==> src/rtl/pipeline_hazard_ctrl.sv <==
// Hazard and sequencing control for the 5-stage RV32 pipeline: load-use stalls,
// redirect flushes, data-memory waits, debug halt/drain/resume, perf counters.
module pipeline_hazard_ctrl #(
    parameter int DRAIN_CYCLES = 4,
    parameter int CNT_W        = 32
) (
    input  logic             clk,
    input  logic             rst,
    input  logic [4:0]       id_rs1,
    input  logic [4:0]       id_rs2,
    input  logic             id_uses_rs1,
    input  logic             id_uses_rs2,
    input  logic [4:0]       ex_rd,
    input  logic             ex_mem_read,
    input  logic             redirect_valid,
    input  logic             dmem_busy,
    input  logic             halt_req,
    input  logic             resume_req,
    output logic             pc_en,
    output logic             if_id_en,
    output logic             id_ex_en,
    output logic             ex_mem_en,
    output logic             mem_wb_en,
    output logic             if_id_flush,
    output logic             id_ex_flush,
    output logic             ex_mem_flush,
    output logic             halted,
    output logic [CNT_W-1:0] stall_cnt,
    output logic [CNT_W-1:0] flush_cnt
);

    localparam int DW = (DRAIN_CYCLES > 1) ? $clog2(DRAIN_CYCLES) : 1;
    localparam logic [DW-1:0] DRAIN_INIT = DW'(DRAIN_CYCLES - 1);

    typedef enum logic [1:0] {RUN, DRAIN, HALTED} state_t;

    state_t        state, state_nxt;
    logic [DW-1:0] drain_cnt, drain_cnt_nxt;
    logic          halt_pend, halt_pend_nxt;
    logic          stall_inc, flush_inc;
    logic          load_use;

    assign load_use = ex_mem_read && (ex_rd != 5'd0) &&
                      ((id_uses_rs1 && (id_rs1 == ex_rd)) ||
                       (id_uses_rs2 && (id_rs2 == ex_rd)));

    always_ff @(posedge clk or posedge rst) begin
        if (rst) begin
            state     <= RUN;
            drain_cnt <= '0;
            halt_pend <= 1'b0;
            stall_cnt <= '0;
            flush_cnt <= '0;
        end else begin
            state     <= state_nxt;
            drain_cnt <= drain_cnt_nxt;
            halt_pend <= halt_pend_nxt;
            if (stall_inc && (stall_cnt != {CNT_W{1'b1}}))
                stall_cnt <= stall_cnt + 1'b1;
            if (flush_inc && (flush_cnt != {CNT_W{1'b1}}))
                flush_cnt <= flush_cnt + 1'b1;
        end
    end

    always_comb begin
        state_nxt     = state;
        drain_cnt_nxt = drain_cnt;
        halt_pend_nxt = halt_pend;
        stall_inc     = 1'b0;
        flush_inc     = 1'b0;
        pc_en         = 1'b1;
        if_id_en      = 1'b1;
        id_ex_en      = 1'b1;
        ex_mem_en     = 1'b1;
        mem_wb_en     = 1'b1;
        if_id_flush   = 1'b0;
        id_ex_flush   = 1'b0;
        ex_mem_flush  = 1'b0;
        halted        = 1'b0;

        unique case (state)
            RUN: begin
                if (dmem_busy) begin
                    // Redirect stays held by the frozen MEM stage; it is taken later.
                    {pc_en, if_id_en, id_ex_en, ex_mem_en, mem_wb_en} = '0;
                    stall_inc = 1'b1;
                end else if (redirect_valid) begin
                    {if_id_flush, id_ex_flush, ex_mem_flush} = 3'b111;
                    flush_inc = 1'b1;
                end else if (load_use) begin
                    pc_en       = 1'b0;
                    if_id_en    = 1'b0;
                    id_ex_flush = 1'b1;
                    stall_inc   = 1'b1;
                end

                if (halt_pend && !dmem_busy) begin
                    state_nxt     = DRAIN;
                    drain_cnt_nxt = DRAIN_INIT;
                    halt_pend_nxt = 1'b0;
                end else if (halt_req) begin
                    halt_pend_nxt = 1'b1;
                end
            end

            DRAIN: begin
                if (dmem_busy) begin
                    {pc_en, if_id_en, id_ex_en, ex_mem_en, mem_wb_en} = '0;
                end else begin
                    if (redirect_valid) begin
                        // Capture the redirect target so resume restarts at it.
                        {if_id_flush, id_ex_flush, ex_mem_flush} = 3'b111;
                        flush_inc = 1'b1;
                    end else begin
                        pc_en       = 1'b0;
                        if_id_flush = 1'b1;
                    end
                    if (drain_cnt == '0)
                        state_nxt = HALTED;
                    else
                        drain_cnt_nxt = drain_cnt - 1'b1;
                end
            end

            HALTED: begin
                {pc_en, if_id_en, id_ex_en, ex_mem_en, mem_wb_en} = '0;
                halted = 1'b1;
                if (resume_req)
                    state_nxt = RUN;
            end

            default: state_nxt = RUN;
        endcase

        if (rst) begin
            {pc_en, if_id_en, id_ex_en, ex_mem_en, mem_wb_en} = 5'b11111;
            {if_id_flush, id_ex_flush, ex_mem_flush} = 3'b000;
            halted = 1'b0;
        end
    end

endmodule

==> config.mk <==
export PLATFORM = sky130hd
export DESIGN_NAME = pipeline_hazard_ctrl
export DESIGN_NICKNAME = d
export VERILOG_FILES = /design/src/rtl/pipeline_hazard_ctrl.sv
export SDC_FILE = /design/constraint.sdc
export NUM_CORES = 1
export LEC_CHECK = 0
export BUFFER_PORTS_ARGS = -buffer_cell sky130_fd_sc_hd__buf_4
export CAP_MARGIN = 10
export CORE_UTILIZATION = 45
export CTS_CLUSTER_DIAMETER = 30
export DETAILED_ROUTE_END_ITERATION = 12
export GPL_ROUTABILITY_DRIVEN = 0
export MAX_ROUTING_LAYER = met4
export PLACE_DENSITY = 0.7
export SYNTH_ARGS = -nofsm -noshare
export SYNTH_HDL_FRONTEND = slang
export SYNTH_SLANG_ARGS = --single-unit
export TNS_END_PERCENT = 5
==> constraint.sdc <==
create_clock -name clk -period 5.05 [get_ports clk]
set_clock_uncertainty 0.15 [all_clocks]
set_input_delay 1.01 -clock clk [delete_from_list [all_inputs] [get_ports clk]]
set_output_delay 1.01 -clock clk [all_outputs]
set_load 0.005 [all_outputs]
==> impl_metrics.tcl <==
set metrics [dict create \
    status "finished, final reports clean" \
    synth.net_count 366 \
    async_flop_share_pct 100.0 \
    hp-class "reg2reg" \
    start_kind "input pin" \
    wl_mm 7.827 \
    maxCapViolCount 0 \
    hold_ws_ns 0.3478 \
    syn_area_um2 3535 \
    cts-resized-gates 0 \
    p_leak_nw 2.150 \
    io_buffers 96 \
    grt_pass1_wl_mm 13.12 \
    hp-start "stall_cnt[5]" \
    max_slew_margin_pct 36.24 \
    max_freq_mhz 278.5 \
    utilization_pct 60.36 \
    syn_area_per_cell_um2 10.43 \
    cp_data_arrival_time_ns 2.43 \
    end_kind "output pin" \
    worstRegToRegCells 5 \
    crit_required_ns 3.89 \
    initial_utilization_pct 47.71 \
    hold_violations 0 \
    grt_overflow 0 \
    antenna_found_initial 0 \
    cts.clk_slew.worst_paths_ns 0.07 \
    clock_sinks 69 \
    min_to "stall_cnt[5]" \
    grt_use_total_pct 20.60 \
    synth_cell_types 43 \
    drv_slew 0 \
    drt_iter0_markers 138 \
    cts-root-buf "clkbuf_8" \
    chipWidth_um 90.63 \
    die_area_um2 8213 \
    grt_pass1_vias 2698 \
    ant_nets 0 \
    finalCriticalPeriod_ns 3.590 \
    r2r-end "stall_cnt[1]" \
    finalWorstSetupSlack_ns 1.460 \
    yosysWarningCount 0 \
    rows 31 \
    yosys-top-cells-area "dfrtp_1, xnor2_1, nand4_1, xor2_1, nand2_1" \
    synth_top_cell_area_share_pct 48.85 \
    synth_cells 339 \
    synth_seq_area_share_pct 48.85 \
    crit_type "in2out" \
    reg2reg_from "stall_cnt[13]" \
    yosysMostFrequentCell "dfrtp_1" \
    die_h_um 90.63 \
    power_mw 1.310 \
    layout-drive-gt1-share_pct 27.27 \
    synth_flop_cell "dfrtp_1" \
    cts_setup_buffers 0 \
    worst_pin_slew_ns 0.9529 \
    ys_ff_latch 69 \
    cts_tree "done" \
    vias 2851 \
    first_pass_iters 4 \
    cts_buffer_depth 2 \
    power_density_nw_per_um2 293.0 \
    worstHoldPathCells 1 \
    n_fill_cell 658 \
    area_growth_pct 26.51 \
    fin_setup_tns_ns 0 \
    post_drt_wl_per_cell_um 14.52 \
    reg2reg_slack_ns 2.39 \
    post-route-period-util_pct 71.10 \
    post-dp-hpwl_mm 5.761 \
    clk_latency_ns 0.34 \
    grt_max_degree 41 \
    synth_commonest_cells "dfrtp_1, xnor2_1, nand2_1, nand4_1" \
    ir_drop_mv 0.2065 \
    pre_cts_ws_ns 1.454 \
    final-setup-viol-count 0 \
    coreArea_um2 7408 \
    synth-edff-count 0 \
    final_net_count 464 \
    drc 0 \
    rsz0062_at_grt "no" \
    yosys.area.top_type "dfrtp_1" \
    critical_path.max_fanout 3 \
    ios 97 \
    post_drt_via_cell_ratio 5.289 \
    cts_made_buffers 9 \
    htree_levels 3 \
    holdBufCountCts 0 \
    antenna_cells 0 \
]
## layout by cell type (no fill, tap or decap), drive strengths merged
cell type / count
a21oi: 5
a22oi: 1
a31oi: 1
and2: 4
and3: 14
and4: 9
buf: 97
clkbuf: 11
clkinv: 3
dfrtp: 69
ha: 3
inv: 6
mux2: 3
mux2i: 1
nand2: 31
nand2b: 6
nand3: 25
nand4: 25
nor2: 20
nor3: 10
nor3b: 2
nor4: 5
nor4bb: 1
o2111ai: 1
o211ai: 1
o21a: 3
o21ai: 2
o221a: 1
o22ai: 2
o311ai: 2
o41ai: 1
or3: 2
or4: 3
xnor2: 53
xor2: 17
## registers in the layout, indices dropped and copies added, names as in the netlist
signal,flops
drain_cnt,2
flush_cnt,32
halt_pend,1
stall_cnt,32
state,2
## worst max-delay path by stage
stage          startpoint     endpoint  slack [ns]  cells after the start
2_1_floorplan         rst     id_ex_en        0.86                      3
3_3_place_gp     ex_rd[1]  id_ex_flush        1.49                      7
3_5_place_dp     ex_rd[3]     if_id_en        1.45                      8
4_1_cts          ex_rd[3]     if_id_en        1.45                      8
5_1_grt          ex_rd[2]     if_id_en        1.36                      8
6_report         ex_rd[3]     if_id_en        1.46                      8
## report_power, final
part           leakage, nW  switching, mW  internal, mW
clock               0.0788          0.190         0.171
combinational         1.13          0.127         0.145
sequential           0.936         0.0728         0.606
total                 2.15          0.389         0.921
## metal layers
metal	part of all wire, %	global-route usage, %	vias to the layer above
met5	0	-	-
met1	48	28.07	1357
li1	-	-	1395
met2	45	29.67	83
met4	2.2	9.140	0
met3	5.4	4.209	16
## metrics by stage
stage | area (µm²) | cells
2_1_floorplan | 3535 | 339
3_3_place_gp | 4325 | 525
3_5_place_dp | 4325 | 525
4_1_cts | 4472 | 539
5_1_grt | 4472 | 539
6_report | 4472 | 539
## worst max-delay path: stages
cell	delay (ns)
buf_4	0.12
xnor2_1	0.17
nand4_1	0.10
o22ai_1	0.32
nand2b_1	0.15
o311ai_0	0.30
nand2_1	0.09
buf_4	0.16
## cells by family after synthesis
| kind of cell | Yosys count | synth area share (%) |
|---|---|---|
| and+or+nand+nor | 157 | 24.99 |
| buffers and inverters | 16 | 2.371 |
| DFF | 69 | 48.85 |
| adders and majority gates | 3 | 1.062 |
| xor gates and xnor gates | 70 | 17.35 |
| muxes | 4 | 1.239 |
| AOI/OAI and AO/OA | 20 | 4.142 |
## cell type report
class / instances / area [µm²] / share of cell area, %
inverters: 6 / 22.52 / 0.5036
clock inverters: 3 / 15.01 / 0.3358
repair buffers: 97 / 728.2 / 16.28
multi-input cells: 254 / 1724 / 38.56
well taps: 99 / 123.9 / 2.770
flip-flops and latches: 69 / 1727 / 38.61
clock buffers: 11 / 131.4 / 2.938
Note: power is estimated with default switching activity, not from simulation.
